<file path="src/rtl/ctrl_unit_if.sv">
// ----------------------------------------------------------------------------
// ctrl_unit_if
// Groups the pipeline controller's stimulus and control-output signals.
//
//   I_enable       pipeline enable (0 = freeze request)
//   I_mem_ready    memory handshake complete this cycle
//   I_mem_mode     00 NOP, 01 READ, 10 WRITE, 11 NOP
//   I_irq_req      pending interrupt request
//   I_irq_enable   interrupt-enable flag from the ALU
//   O_state        current state code
//   O_*_en         per-stage enables
//   O_mem_req      memory request
//   O_irq_active   IRQ state indicator
//   O_irq_ack      IRQ acknowledge pulse
//   O_timeout      high while halted on a handshake timeout
//
// Modports: slave = controller view, master = environment view.
// ----------------------------------------------------------------------------
interface ctrl_unit_if;
  logic       I_enable;
  logic       I_mem_ready;
  logic [1:0] I_mem_mode;
  logic       I_irq_req;
  logic       I_irq_enable;

  logic [2:0] O_state;
  logic       O_fetch_en;
  logic       O_decode_en;
  logic       O_regread_en;
  logic       O_alu_en;
  logic       O_mem_en;
  logic       O_writeback_en;
  logic       O_mem_req;
  logic       O_irq_active;
  logic       O_irq_ack;
  logic       O_timeout;

  modport slave (
    input  I_enable, I_mem_ready, I_mem_mode, I_irq_req, I_irq_enable,
    output O_state, O_fetch_en, O_decode_en, O_regread_en, O_alu_en,
           O_mem_en, O_writeback_en, O_mem_req, O_irq_active, O_irq_ack,
           O_timeout
  );

  modport master (
    output I_enable, I_mem_ready, I_mem_mode, I_irq_req, I_irq_enable,
    input  O_state, O_fetch_en, O_decode_en, O_regread_en, O_alu_en,
           O_mem_en, O_writeback_en, O_mem_req, O_irq_active, O_irq_ack,
           O_timeout
  );
endinterface

</file>
<file path="src/rtl/ctrl_unit.sv">
// ----------------------------------------------------------------------------
// ctrl_unit
// Six-stage pipeline sequencer (FETCH, DECODE, REGREAD, ALU, MEM, WB) with a
// one-cycle interrupt state and a HALT state entered when a memory handshake
// waits longer than MEM_WAIT_MAX cycles.
//
// Parameters:
//   MEM_WAIT_MAX  maximum handshake wait cycles; 0 disables the timeout.
//                 Only the low 8 bits are meaningful (8-bit wait counter).
// Ports:
//   I_clk         clock, rising edge
//   I_reset       synchronous active-low reset
//   bus           ctrl_unit_if.slave, handshake inputs and control outputs
//
// Outputs are a decode of the registered state; I_mem_mode gates the MEM
// request and I_enable gates the freezable stages.
// ----------------------------------------------------------------------------
module ctrl_unit #(
  parameter int unsigned MEM_WAIT_MAX = 16
) (
  input  logic          I_clk,
  input  logic          I_reset,
  ctrl_unit_if.slave    bus
);

  typedef enum logic [2:0] {
    ST_FETCH   = 3'd0,
    ST_DECODE  = 3'd1,
    ST_REGREAD = 3'd2,
    ST_ALU     = 3'd3,
    ST_MEM     = 3'd4,
    ST_WB      = 3'd5,
    ST_IRQ     = 3'd6,
    ST_HALT    = 3'd7
  } state_t;

  localparam logic [7:0] LP_LIMIT  = 8'(MEM_WAIT_MAX);
  localparam bit         LP_TO_EN  = (MEM_WAIT_MAX != 0);

  state_t     r_state;
  logic [7:0] r_wait_cnt;

  logic w_mem_access;
  logic w_limit_hit;
  logic w_freeze;
  logic w_irq_take;

  // READ and WRITE are the only modes that perform a handshake.
  function automatic logic is_mem_access(input logic [1:0] mode);
    return (mode == 2'b01) || (mode == 2'b10);
  endfunction

  // Saturating so a disabled timeout can never wrap back onto a stale limit.
  function automatic logic [7:0] cnt_inc(input logic [7:0] cnt);
    return (cnt == 8'hFF) ? cnt : cnt + 8'd1;
  endfunction

  // Only the pure pipeline stages freeze; FETCH and MEM must finish their
  // handshakes regardless of I_enable, and HALT has nothing to freeze.
  function automatic logic is_freezable(input state_t st);
    return (st == ST_DECODE) || (st == ST_REGREAD) || (st == ST_ALU) ||
           (st == ST_WB)     || (st == ST_IRQ);
  endfunction

  assign w_mem_access = is_mem_access(bus.I_mem_mode);
  assign w_limit_hit  = LP_TO_EN && (r_wait_cnt == LP_LIMIT);
  assign w_freeze     = !bus.I_enable && is_freezable(r_state);
  assign w_irq_take   = bus.I_irq_req && bus.I_irq_enable;

  // --------------------------------------------------------------------------
  // State register and wait counter
  // I_mem_ready is tested before the limit so a handshake completing on the
  // limit cycle proceeds normally instead of halting.
  // --------------------------------------------------------------------------
  always_ff @(posedge I_clk) begin
    if (!I_reset) begin
      r_state    <= ST_FETCH;
      r_wait_cnt <= 8'd0;
    end else begin
      case (r_state)
        ST_FETCH: begin
          if (bus.I_mem_ready) begin
            r_state    <= ST_DECODE;
            r_wait_cnt <= 8'd0;
          end else if (w_limit_hit) begin
            r_state    <= ST_HALT;
          end else begin
            r_wait_cnt <= cnt_inc(r_wait_cnt);
          end
        end

        ST_DECODE: begin
          if (bus.I_enable) r_state <= ST_REGREAD;
        end

        ST_REGREAD: begin
          if (bus.I_enable) r_state <= ST_ALU;
        end

        ST_ALU: begin
          if (bus.I_enable) begin
            r_state    <= ST_MEM;
            r_wait_cnt <= 8'd0;
          end
        end

        ST_MEM: begin
          if (!w_mem_access || bus.I_mem_ready) begin
            r_state    <= ST_WB;
            r_wait_cnt <= 8'd0;
          end else if (w_limit_hit) begin
            r_state    <= ST_HALT;
          end else begin
            r_wait_cnt <= cnt_inc(r_wait_cnt);
          end
        end

        ST_WB: begin
          // The interrupt request is only looked at here; earlier pulses
          // are dropped.
          if (bus.I_enable) begin
            if (w_irq_take) begin
              r_state <= ST_IRQ;
            end else begin
              r_state    <= ST_FETCH;
              r_wait_cnt <= 8'd0;
            end
          end
        end

        ST_IRQ: begin
          if (bus.I_enable) begin
            r_state    <= ST_FETCH;
            r_wait_cnt <= 8'd0;
          end
        end

        default: begin
          // HALT: only reset leaves this state.
          r_state <= ST_HALT;
        end
      endcase
    end
  end

  // --------------------------------------------------------------------------
  // Output decode
  // --------------------------------------------------------------------------
  logic w_fetch_en;
  logic w_decode_en;
  logic w_regread_en;
  logic w_alu_en;
  logic w_mem_en;
  logic w_writeback_en;
  logic w_mem_req;
  logic w_irq_active;

  always_comb begin
    w_fetch_en     = 1'b0;
    w_decode_en    = 1'b0;
    w_regread_en   = 1'b0;
    w_alu_en       = 1'b0;
    w_mem_en       = 1'b0;
    w_writeback_en = 1'b0;
    w_mem_req      = 1'b0;
    w_irq_active   = 1'b0;
    if (!w_freeze) begin
      case (r_state)
        ST_FETCH: begin
          w_fetch_en = 1'b1;
          w_mem_req  = 1'b1;
        end
        ST_DECODE:  w_decode_en    = 1'b1;
        ST_REGREAD: w_regread_en   = 1'b1;
        ST_ALU:     w_alu_en       = 1'b1;
        ST_MEM: begin
          w_mem_en  = w_mem_access;
          w_mem_req = w_mem_access;
        end
        ST_WB:      w_writeback_en = 1'b1;
        ST_IRQ:     w_irq_active   = 1'b1;
        default: begin
          w_fetch_en = 1'b0;
        end
      endcase
    end
  end

  assign bus.O_state        = r_state;
  assign bus.O_fetch_en     = w_fetch_en;
  assign bus.O_decode_en    = w_decode_en;
  assign bus.O_regread_en   = w_regread_en;
  assign bus.O_alu_en       = w_alu_en;
  assign bus.O_mem_en       = w_mem_en;
  assign bus.O_writeback_en = w_writeback_en;
  assign bus.O_mem_req      = w_mem_req;
  assign bus.O_irq_active   = w_irq_active;
  assign bus.O_irq_ack      = w_irq_active;
  assign bus.O_timeout      = (r_state == ST_HALT);

endmodule

</file>
<file path="src/flat_wrapper.sv">
// flat-port wrapper written by rule: the top's interface ports become plain ports
module ctrl_unit_flat 
#(
  parameter int unsigned MEM_WAIT_MAX = 16
)
  (I_clk, I_reset, bus_I_enable, bus_I_mem_ready, bus_I_mem_mode, bus_I_irq_req, bus_I_irq_enable, bus_O_state, bus_O_fetch_en, bus_O_decode_en, bus_O_regread_en, bus_O_alu_en, bus_O_mem_en, bus_O_writeback_en, bus_O_mem_req, bus_O_irq_active, bus_O_irq_ack, bus_O_timeout);
  ctrl_unit_if bus_i ();
  input  logic I_clk;
  input  logic I_reset;
  input wire logic [$bits(bus_i.I_enable)-1:0] bus_I_enable;
  input wire logic [$bits(bus_i.I_mem_ready)-1:0] bus_I_mem_ready;
  input wire logic [$bits(bus_i.I_mem_mode)-1:0] bus_I_mem_mode;
  input wire logic [$bits(bus_i.I_irq_req)-1:0] bus_I_irq_req;
  input wire logic [$bits(bus_i.I_irq_enable)-1:0] bus_I_irq_enable;
  output wire logic [$bits(bus_i.O_state)-1:0] bus_O_state;
  output wire logic [$bits(bus_i.O_fetch_en)-1:0] bus_O_fetch_en;
  output wire logic [$bits(bus_i.O_decode_en)-1:0] bus_O_decode_en;
  output wire logic [$bits(bus_i.O_regread_en)-1:0] bus_O_regread_en;
  output wire logic [$bits(bus_i.O_alu_en)-1:0] bus_O_alu_en;
  output wire logic [$bits(bus_i.O_mem_en)-1:0] bus_O_mem_en;
  output wire logic [$bits(bus_i.O_writeback_en)-1:0] bus_O_writeback_en;
  output wire logic [$bits(bus_i.O_mem_req)-1:0] bus_O_mem_req;
  output wire logic [$bits(bus_i.O_irq_active)-1:0] bus_O_irq_active;
  output wire logic [$bits(bus_i.O_irq_ack)-1:0] bus_O_irq_ack;
  output wire logic [$bits(bus_i.O_timeout)-1:0] bus_O_timeout;
  assign bus_i.I_enable = bus_I_enable;
  assign bus_i.I_mem_ready = bus_I_mem_ready;
  assign bus_i.I_mem_mode = bus_I_mem_mode;
  assign bus_i.I_irq_req = bus_I_irq_req;
  assign bus_i.I_irq_enable = bus_I_irq_enable;
  assign bus_O_state = bus_i.O_state;
  assign bus_O_fetch_en = bus_i.O_fetch_en;
  assign bus_O_decode_en = bus_i.O_decode_en;
  assign bus_O_regread_en = bus_i.O_regread_en;
  assign bus_O_alu_en = bus_i.O_alu_en;
  assign bus_O_mem_en = bus_i.O_mem_en;
  assign bus_O_writeback_en = bus_i.O_writeback_en;
  assign bus_O_mem_req = bus_i.O_mem_req;
  assign bus_O_irq_active = bus_i.O_irq_active;
  assign bus_O_irq_ack = bus_i.O_irq_ack;
  assign bus_O_timeout = bus_i.O_timeout;
  ctrl_unit #(.MEM_WAIT_MAX(MEM_WAIT_MAX)) u_core (.I_clk(I_clk), .I_reset(I_reset), .bus(bus_i));
endmodule
</file>
<file path="config.mk">
export PLATFORM = sky130hd
export DESIGN_NAME = ctrl_unit_flat
export DESIGN_NICKNAME = d
export VERILOG_FILES = /design/src/rtl/ctrl_unit_if.sv /design/src/rtl/ctrl_unit.sv /design/src/flat_wrapper.sv
export SDC_FILE = /design/constraint.sdc
export NUM_CORES = 1
export LEC_CHECK = 0
export CORE_MARGIN = 1.5
export CORE_UTILIZATION = 48
export CTS_BUF_LIST = sky130_fd_sc_hd__clkbuf_16
export DETAILED_ROUTE_END_ITERATION = 10
export GPL_TIMING_DRIVEN = 0
export PLACE_DENSITY = 0.78
export SLEW_MARGIN = 25
export SYNTH_ARGS = -nofsm -noshare
export SYNTH_HDL_FRONTEND = slang
export SYNTH_SLANG_ARGS = --single-unit
</file>
<file path="constraint.sdc">
create_clock -name I_clk -period 2.2 [get_ports I_clk]
set_clock_uncertainty 0.05 [all_clocks]
set_input_delay 0.44 -clock I_clk [delete_from_list [all_inputs] [get_ports I_clk]]
set_output_delay 0.44 -clock I_clk [all_outputs]
set_load 0.02 [all_outputs]
</file>
==> results list <==
* Relative slew slack: 0.731
* Floorplan die area: 0.00213 mm^2
- Met2 routing resource usage after global routing: 0.392
- The hold violation total from the final report was 0.
- Max VDD drop: 0.000576 V
- In this run the count of I/O pins placed on the die edge is 21.
- Entering global routing, the biggest net connects 11 pins.
- For the pin with the worst max-slew slack, the measured transition is 0.404 ns.
- The synthesized design spends more area on one cell type than any other, namely dfxtp_1.
- During placement, the flow inserted port buffers numbering 19.
- Number of flip-flops and latches in the synthesized netlist: 11
* Initial standard-cell utilization of the core: 0.517
* Slew Limit Fails: 0
* Floorplan die width: approximately 46 um
- Setup violations remaining at the end of the flow were counted as 0.
- Each instance of the synthesized netlist takes up on average 7.62 um^2.
- Library cell used as clock root buffer: clkbuf_16
* Post-route clock period utilization: 0.973
* Clock latency reported for the late side of the worst-skew pair: 0.24 ns
* Worst EP arrival: 1.65 ns
- Min-Delay Startpoint: u_core.r_wait_cnt[1]$_SDFFE_PN0P_
- Grouping stages by cell kind, the critical path spends the most delay in simple AND/OR/NAND/NOR gates.
* Area share of the largest cell type after synthesis: 0.247
* Clk pin slew, worst setup/hold paths: roughly 0.040 ns
* Worst reg2reg setup slack: 0.34 ns
* Synth top area cells: dfxtp_1 (25%), nand2_1 (5.0%), nor2_1 (4.6%)
- Most frequently used flop master after synthesis: dfxtp_1
- Portion of the post-synthesis area used by sequential elements: 0.247
- In the synthesized netlist the async set-or-reset flop fraction comes to 0.
* Placer congestion estimate: ~0.85
- Global routing usage summed across all routing layers: 0.256
- Data on the critical path is required at its endpoint by 1.71 ns.
- Share of cells above drive strength 1: 0.193
- Max Fclk: 467 MHz
* Delay of the slowest critical-path stage: 0.38 ns
- DR vias: 939
- The worst register-to-register path ends at u_core.bus.O_state[0]$_SDFFE_PN0P_.
- Initial antenna violation count: 0
* Core outline area: 0.00173 mm^2
- Hold Path End: u_core.r_wait_cnt[1]$_SDFFE_PN0P_
- Crit end category: output port
* Global-route wire length before repair: 3.89 mm
* Max capacitance violation total: 0
- Setup repair after global routing missed its margin: no
- In this run the most used layer during global routing was met2.
- Final hold slack: 0.501 ns
- After detailed routing, the number of remaining DRC violations is 0.
- When the netlist entered floorplanning its net count stood at 127.
- Power per standard cell area: 686 mW/mm^2
* Startpoint of the lowest-slack register-to-register path: u_core.r_wait_cnt[0]$_SDFFE_PN0P_
- Buffers added to address setup during post-CTS repair amount to 0.
- Sorting the synthesized cells by how often they occur yields nand2_1 (12), dfxtp_1 (11), nor2_1 (11), a21oi_1 (7).
* Diodes inserted: 0
- Among all cell types in the netlist, the one instantiated most often is nand2_1.
- For met1 alone, demand over resource in global routing was 0.368.
- TritonCTS built the clock tree.
- Counting flops with a built-in enable in the synthesized netlist gives 0.
- The setup path with the least slack is of type flip-flop to output port.
- Run status: finished clean
- Once layout is complete, the utilization of the core stands at 0.695.
* Met3 Use GR: 0.0588
* Antenna-violating nets left: 0
- Vias per cell: 5.69
- The worst register-to-register path has a depth of 7.
* Critical Path Start Type: flip-flop
- Layout Area Growth over Synthesis: 34.5%
- Ordered cell list for the critical path: buf_2 > nor2_2 > and3_1 > or2_2 > clkdlybuf4s15_2
- The Yosys step of the flow raised 0 warnings.
- Slowest-stage cell, CP: dfxtp_1
- The first detailed-routing pass took 4 iterations.
- Global routing finished with a remaining overflow of 0.
- Measured along the y axis, the die boundary spans 46.1 um.
* Count of distinct cell types in the synthesized netlist: between 40 and 50
- In the final routed layout, each cell accounts on average for 14.5 um.
- The cell count after synthesis came out at 117.
- Dpl hpwl: 1.77 mm
- The clock passes through at most 2 buffers.
- Largest fanout on the critical path: 10
- After detailed routing, the total wire length is 2.39 mm.
* Floorplan row count: 15
- For the finished layout, the period the worst path requires is 2.14 ns.
- After the first detailed-routing iteration, the DRC count stood at 47.
- In this run the worst setup path begins at u_core.bus.O_state[0]$_SDFFE_PN0P_.
* Worst min-delay path class: flip-flop to flip-flop
- Number of buffers created by CTS: 3
* CTS H-tree depth: 1
- For this design, the sink count on the clock tree is 11.
- Leakage power: 0.494 nW
* Worst hold path stage count: 2
* Post-synth design cell area: 892 um^2
- Number of global-route vias before repair: 830
- Net count reported at finish: 151
* Buf+Inv Stages, Crit Path: 2
## cell families (layout without fill, tap and decap cells)
kind of cell	count (synthesis)	after routing	share of synthesized area
AND/OR/NAND/NOR	58	58	0.344
AO/OA/AOI/OAI	31	31	0.276
buffers and inverters	12	35	0.0743
flip-flops	11	11	0.247
adder cells (fa/ha/maj)	2	2	0.0280
XOR/XNOR	2	2	0.0196
multiplexers	1	1	0.0112
## stage by stage
step           std cells  cell area [um^2]  TNS (ns)  worst slack [ns]  power, W
3_5_place_dp         161              1110    -0.678            -0.384  0.000497
4_1_cts              165              1190         0            0.0146  0.000827
3_3_place_gp         161              1110    -0.633            -0.367  0.000493
6_report             165              1200         0            0.0588  0.000823
2_1_floorplan        117               892         0             0.226  0.000404
5_1_grt              165              1200         0           0.00473  0.000861
## timing repair
item,in CTS,in global routing
hold buffers,0,0
resized for setup,12,2
endpoints found under the setup margin,7,2
## state kept, by name (all words and copies together) (netlist names)
register,flops
u_core.bus.O_state,3
u_core.r_wait_cnt,8
## layout make-up
class                   count  area (um^2)
clock inverters             1         5.00
inverters                   5         18.8
fillers                   162          527
clock buffers               3         75.1
multi-input cells          94          613
plain buffers               7         47.5
well taps                  25         31.3
flip-flops and latches     11          221
repair buffers             19          188
## worst max path at each step
stage                            endpoint  slack, ns  cells after the start
after floorplan             bus_O_mem_req       0.23                      3
after global placement      bus_O_mem_req      -0.37                      5
after detailed placement    bus_O_mem_req      -0.38                      5
after CTS                 bus_O_decode_en       0.01                      4
after global routing        bus_O_mem_req      0.005                      5
final                       bus_O_mem_req       0.06                      5
## worst register-to-register path, cell delays in order, from the launching register on
cell and delay (ns):
dfxtp_1 0.41, inv_1 0.10, ha_1 0.20, and4bb_1 0.20
and2_4 0.16, a2111oi_1 0.36, a21oi_1 0.09, o21a_1 0.18
## layout by cell type (no fill, tap or decap), types with 4 or more instances in the layout
cell             instances
nand3_1                  6
nor3_1                   6
dfxtp_1                 10
inv_1                    5
nand4_1                  4
buf_4                    5
nand2_1                 12
clkdlybuf4s50_1          9
dlygate4sd2_1            7
nand2b_1                 5
a21oi_1                  7
nor2_1                  11
## report_power, final
group          total, W  internal, W  switching, W
sequential     0.000229     0.000212     0.0000173
clock          0.000330     0.000240     0.0000892
combinational  0.000265     0.000110      0.000155
total          0.000823     0.000562      0.000261
## metal layers
metal,vias up,wire [um]
met5,-,0
met2,39,1100
met1,421,1110
met4,0,10
li1,477,-
met3,2,163
No activity file was read; power rests on OpenSTA's default activity.
